[config.mk]
export PLATFORM = sky130hd
export DESIGN_NAME = shot_turn_ctrl
export DESIGN_NICKNAME = d
export VERILOG_FILES = /design/src/rtl/shot_turn_ctrl.sv
export SDC_FILE = /design/constraint.sdc
export NUM_CORES = 1
export LEC_CHECK = 0
export CAP_MARGIN = 20
export CORE_MARGIN = 2
export CORE_UTILIZATION = 48
export DETAILED_ROUTE_END_ITERATION = 10
export GPL_ROUTABILITY_DRIVEN = 0
export PLACE_DENSITY = 0.8
export RECOVER_POWER = 100
export SLEW_MARGIN = 20
export SYNTH_ARGS = -nofsm -noshare
export SYNTH_HDL_FRONTEND = slang
export SYNTH_SLANG_ARGS = --single-unit
export TNS_END_PERCENT = 10
[constraint.sdc]
create_clock -name clk -period 2.05 [get_ports clk]
set_input_delay 0.3075 -clock clk [delete_from_list [all_inputs] [get_ports clk]]
set_output_delay 0.3075 -clock clk [all_outputs]
set_load 0.05 [all_outputs]
[src/rtl/shot_turn_ctrl.sv]
// shot_turn_ctrl: billiards shot sequencer (aim, release, roll, settle, turn scoring).
// Optional macro SHOT_TIMEOUT_EN adds a no-motion timeout in WAIT_MOVE.
`default_nettype none

module shot_turn_ctrl #(
  parameter int NUM_BALLS     = 4,
  parameter int SETTLE_FRAMES = 8,
  parameter int MOVE_TIMEOUT  = 16
) (
  input  logic                 clk,
  input  logic                 resetN,
  input  logic                 startOfFrame,
  input  logic                 keyUp,
  input  logic                 keyDown,
  input  logic                 keyLeft,
  input  logic                 keyRight,
  input  logic                 keyEnter,
  input  logic [NUM_BALLS-1:0] ballMoving,
  input  logic [NUM_BALLS-1:0] ballPotted,
  output logic                 chargeUp,
  output logic                 chargeDown,
  output logic                 chargeLeft,
  output logic                 chargeRight,
  output logic                 releaseBall,
  output logic                 currentPlayer,
  output logic                 foul,
  output logic [7:0]           shotCount,
  output logic [2:0]           state
);

  typedef enum logic [2:0] {
    S_AIM       = 3'd0,
    S_RELEASE   = 3'd1,
    S_WAIT_MOVE = 3'd2,
    S_ROLLING   = 3'd3,
    S_TURN_END  = 3'd4
  } state_e;

  localparam logic [7:0] SETTLE_C = 8'(SETTLE_FRAMES);

  generate
    if (NUM_BALLS < 2) begin : g_bad_num_balls
      $error("shot_turn_ctrl: NUM_BALLS must be at least 2");
    end
    if (SETTLE_FRAMES < 1 || SETTLE_FRAMES > 255) begin : g_bad_settle
      $error("shot_turn_ctrl: SETTLE_FRAMES out of range 1..255");
    end
    if (MOVE_TIMEOUT < 1 || MOVE_TIMEOUT > 255) begin : g_bad_timeout
      $error("shot_turn_ctrl: MOVE_TIMEOUT out of range 1..255");
    end
  endgenerate

  state_e               state_q;
  logic [4:0]           key_q;
  logic [3:0]           charge_q;
  logic [3:0]           charge_d;
  logic                 release_q;
  logic                 player_q;
  logic                 foul_q;
  logic [7:0]           shot_cnt_q;
  logic [7:0]           settle_cnt_q;
  logic [NUM_BALLS-1:0] potted_q;

  logic [4:0]           key_raw;
  logic [4:0]           key_edge;
  logic [NUM_BALLS-1:0] potted_eval;
  logic                 any_moving;
  logic                 enter_ok;
  logic                 keep_player;

`ifdef SHOT_TIMEOUT_EN
  localparam logic [7:0] TIMEOUT_C = 8'(MOVE_TIMEOUT);
  logic [7:0]           timeout_cnt_q;
`endif

  // Key bit order: {enter, right, left, down, up}.
  assign key_raw     = {keyEnter, keyRight, keyLeft, keyDown, keyUp};
  assign key_edge    = key_raw & ~key_q;
  assign any_moving  = |ballMoving;
  // Pots arriving in the evaluation cycle itself still count for the turn.
  assign potted_eval = potted_q | ballPotted;
  assign keep_player = ~potted_eval[0] & (|potted_eval[NUM_BALLS-1:1]);

  always_comb begin
    enter_ok = (state_q == S_AIM) && key_edge[4] && !any_moving;
    charge_d = '0;
    if ((state_q == S_AIM) && !enter_ok) begin
      charge_d[0] = key_edge[0] & ~key_edge[1];
      charge_d[1] = key_edge[1] & ~key_edge[0];
      charge_d[2] = key_edge[2] & ~key_edge[3];
      charge_d[3] = key_edge[3] & ~key_edge[2];
    end
  end

  always_ff @(posedge clk or negedge resetN) begin
    if (!resetN) begin
      state_q      <= S_AIM;
      key_q        <= '0;
      charge_q     <= '0;
      release_q    <= 1'b0;
      player_q     <= 1'b0;
      foul_q       <= 1'b0;
      shot_cnt_q   <= '0;
      settle_cnt_q <= '0;
      potted_q     <= '0;
`ifdef SHOT_TIMEOUT_EN
      timeout_cnt_q <= '0;
`endif
    end else begin
      key_q     <= key_raw;
      charge_q  <= charge_d;
      release_q <= 1'b0;
      if (state_q != S_AIM) begin
        potted_q <= potted_eval;
      end

      case (state_q)
        S_AIM: begin
          if (enter_ok) begin
            state_q   <= S_RELEASE;
            release_q <= 1'b1;
          end
        end

        S_RELEASE: begin
          potted_q     <= '0;
          foul_q       <= 1'b0;
          settle_cnt_q <= '0;
`ifdef SHOT_TIMEOUT_EN
          timeout_cnt_q <= '0;
`endif
          state_q      <= S_WAIT_MOVE;
        end

        S_WAIT_MOVE: begin
          if (any_moving) begin
            settle_cnt_q <= '0;
            state_q      <= S_ROLLING;
          end
`ifdef SHOT_TIMEOUT_EN
          else if (timeout_cnt_q == TIMEOUT_C) begin
            state_q <= S_TURN_END;
          end else if (startOfFrame) begin
            timeout_cnt_q <= timeout_cnt_q + 8'd1;
          end
`endif
        end

        S_ROLLING: begin
          if (settle_cnt_q == SETTLE_C) begin
            state_q <= S_TURN_END;
          end else if (any_moving) begin
            settle_cnt_q <= '0;
          end else if (startOfFrame) begin
            settle_cnt_q <= settle_cnt_q + 8'd1;
          end
        end

        S_TURN_END: begin
          shot_cnt_q <= shot_cnt_q + 8'd1;
          foul_q     <= potted_eval[0];
          if (!keep_player) begin
            player_q <= ~player_q;
          end
          state_q <= S_AIM;
        end

        default: state_q <= S_AIM;
      endcase
    end
  end

  assign chargeUp      = charge_q[0];
  assign chargeDown    = charge_q[1];
  assign chargeLeft    = charge_q[2];
  assign chargeRight   = charge_q[3];
  assign releaseBall   = release_q;
  assign currentPlayer = player_q;
  assign foul          = foul_q;
  assign shotCount     = shot_cnt_q;
  assign state         = state_q;

endmodule

`default_nettype wire

==> key figures <==
Synth
  – Top cell type by total area after synthesis: dfrtp_1
  – Syn nets: 167
  – Post-Syn Instances: around 150
  – Proportion of synthesized area in mux cells: 1.34%
  – Number of synthesized flops with an enable pin: 0
  – Ys async rst share: between 90% and 100%
  – Synth Register Bits: 35
  – Yosys warnings: 0
  – Synth top cells by count: 35 x dfrtp_1, 10 x o31ai_1, 9 x a21oi_1, 9 x nand3_1, 9 x nor2_1
  – Primary FF master, synth: dfrtp_1
  – Unique masters post-synth: 36
  – Top-count cell post-synth: dfrtp_1
  – XOR/XNOR Fraction of Synth Area: 4.40%
  – Post-synthesis sequential area ratio: 55.0%
  – Largest family of logic cells by synthesized area: simple AND/OR/NAND/NOR gates
  – Synth top area share: 55.0%
  – Share of synthesized cell area in full adder, half adder and majority cells: 2.36%
  – Simple-gate share of the synthesized area: 19.4%
  – Complex-gate fraction of the synthesized area: 14.2%
  – Synthesized area per cell: 10.8 um^2
  – Cell area after synthesis: 1590 um^2
  – Largest cells by area after synthesis: dfrtp_1 55%, o31ai_1 4.7%, xnor2_1 3.3%

Finish
  – Post-route cell area: 2010 um^2
  – # diodes: 0
  – Register area: ~880 um^2
  – Layout Utilization: 64.9%
  – Multi-input logic area: 654 um^2
  – Fillers: between 200 and 300
  – Non-Filler Instances: 234
  – Fin nets: between 200 and 250
  – Area growth from synthesis to layout: 26.5%
  – Layout cells sized above 1: 10.0%

Timing
  – Minimum clock period: 1.95 ns
  – Final slew viol count: 0
  – Pin slew with the least headroom to its limit: 0.841 ns
  – Hold slack final: about 0.44 ns
  – Final setup fails: 0
  – Final period util: approximately 95%
  – Layout Skew: around 0.014 ns
  – Final Hold Fails: 0
  – Fmax: between 500 and 600 MHz
  – Slew headroom: 43.9%
  – RSZ-0062 raised after global routing: false

Routing
  – ANT nets after route: 0
  – Initial drt markers: 53
  – Drt wl/cell: roughly 14 um
  – Routed WL: between 3000 and 4000 um
  – DR DRC count: 0
  – DR vias/cell: 5.56
  – DR vias: 1301
  – Drt first pass iters: 4

Die
  – Die X: 61.6 um
  – Starting density of the core: 51.3%
  – I/O pins: 34
  – Row count: 20
  – Core area: between 3000 and 4000 um^2
  – Area of the die: 3790 um^2
  – Die Y: 61.6 um

Worst setup path
  – Worst path required time: between 1.5 and 2 ns
  – CP bufs+invs: 1
  – Setup CP Type: register to output port
  – WP data arrival: 1.64 ns
  – Worst path max stage delay: approximately 0.90 ns
  – CP top delay family: buffers and inverters
  – Startpoint class of the critical path: register
  – CP max-delay cell: dlygate4sd3_1
  – Crit-path cells: dlygate4sd3_1
  – CP endpoint kind: output port
  – Critical path fanouts, max: 3

CTS
  – Clk_lat worst skew: approximately 0.34 ns
  – CTS Hold Bufs: 0
  – Post-CTS sizing: 0
  – Max Root-Sink Buffers: 2
  – Clock net sink count: 35
  – Setup Fix Bufs, Post-CTS: 0
  – Clk root buf: clkbuf_4
  – Total CTS buffers: 5
  – H-Tree Depth: 2
  – CTS tree: yes
  – Clock slew at reported path FFs: approximately 0.11 ns

Worst hold path
  – Hold/Removal Path Class: register to register

Placed design
  – Cells after DPL: 226
  – Placement Cell Area: 2000 um^2
  – Post-detailed-placement half-perimeter wirelength: 2500 um
  – Quantity of I/O buffers inserted on ports: 33

Run
  – Number of max-cap violations: 0

Pwr
  – VDD IR-drop max: 0.401 mV
  – Pwr dens: 558 nW/um^2
  – P_leak: 0.000937 uW
  – Final Power: 1120 uW

Global route
  – Number of global-route vias before repair: 1267
  – GR Overflow Total: 0
  – Largest net degree at the start of global routing: 36
  – Total GRT Usage: roughly a fifth
  – First-pass GRT wire length: between 5000 and 6000 um
  – Antenna violations before repair: 0

Outcome
  – Status: completed
logic make-up after synthesis:
family,Yosys count
mux,2
fa+ha+maj,3
simple gates,54
compound gates,34
flops,35
xor+xnor,8
buf+inv,12
placed cells by master (no fill, tap or decap), types with 4 or more instances in the layout:
cell type	count
dfrtp_1	35
dlygate4sd3_1	18
clkdlybuf4s50_1	12
o31ai_1	10
nor2_1	9
nand3_1	9
a21oi_1	9
nor3_1	7
o21ai_0	7
nand2_1	6
xnor2_1	6
inv_1	5
clkbuf_4	5
clkbuf_1	5
clkbuf_2	5
and3_1	4
per-layer routing:
metal  vias to the layer above  global-route usage (%)  routed length [um]
li1                        625                       -                   -
met1                       628                    25.2                1540
met2                        46                    33.1                1640
met3                         2                    5.67                 198
met4                         0                    5.78                   4
met5                         -                       0                   0
metrics by stage:
step	TNS (ns)	setup WS [ns]
2_1_floorplan	0	0.0944
3_3_place_gp	-0.414	-0.0855
3_5_place_dp	-1.28	-0.150
4_1_cts	0	0.0917
5_1_grt	0	0.0320
6_report	0	0.101
power by group:
part	internal, uW	switching, uW
Sequential	696	3.23
Clock	132	225
Combinational	32.9	34.1
Total	861	263
state kept, by name, summed over array words and instances (netlist names):
| register | cells |
|---|---|
| foul | 1 |
| settle_cnt_q | 8 |
| potted_q | 4 |
| currentPlayer | 1 |
| shotCount | 8 |
| key_q | 5 |
| releaseBall | 1 |
| state | 3 |
| charge_q | 4 |
final timing paths:
kind	endpoint	cells past startpoint	start	slack [ns]
max in group asynchronous	charge_q[0]	2	resetN	0.92
hold reg to reg	charge_q[2]	1	key_q[2]	0.44
setup reg to reg	settle_cnt_q[3]	7	settle_cnt_q[0]	0.21
setup / recovery	shotCount[6]	1	shotCount[6]	0.10
hold / removal	charge_q[2]	1	key_q[2]	0.44
min in group asynchronous	state[1]	2	resetN	0.60
layout make-up:
cell class | count | area share [%]
clock buffers | 6 | 2.05
flip-flops and latches | 35 | 43.5
multi-input cells | 101 | 32.5
clock inverters | 2 | 0.622
inverters | 5 | 0.932
well taps | 44 | 2.73
repair buffers | 41 | 17.7
Note: power is estimated with default switching activity, not from simulation.
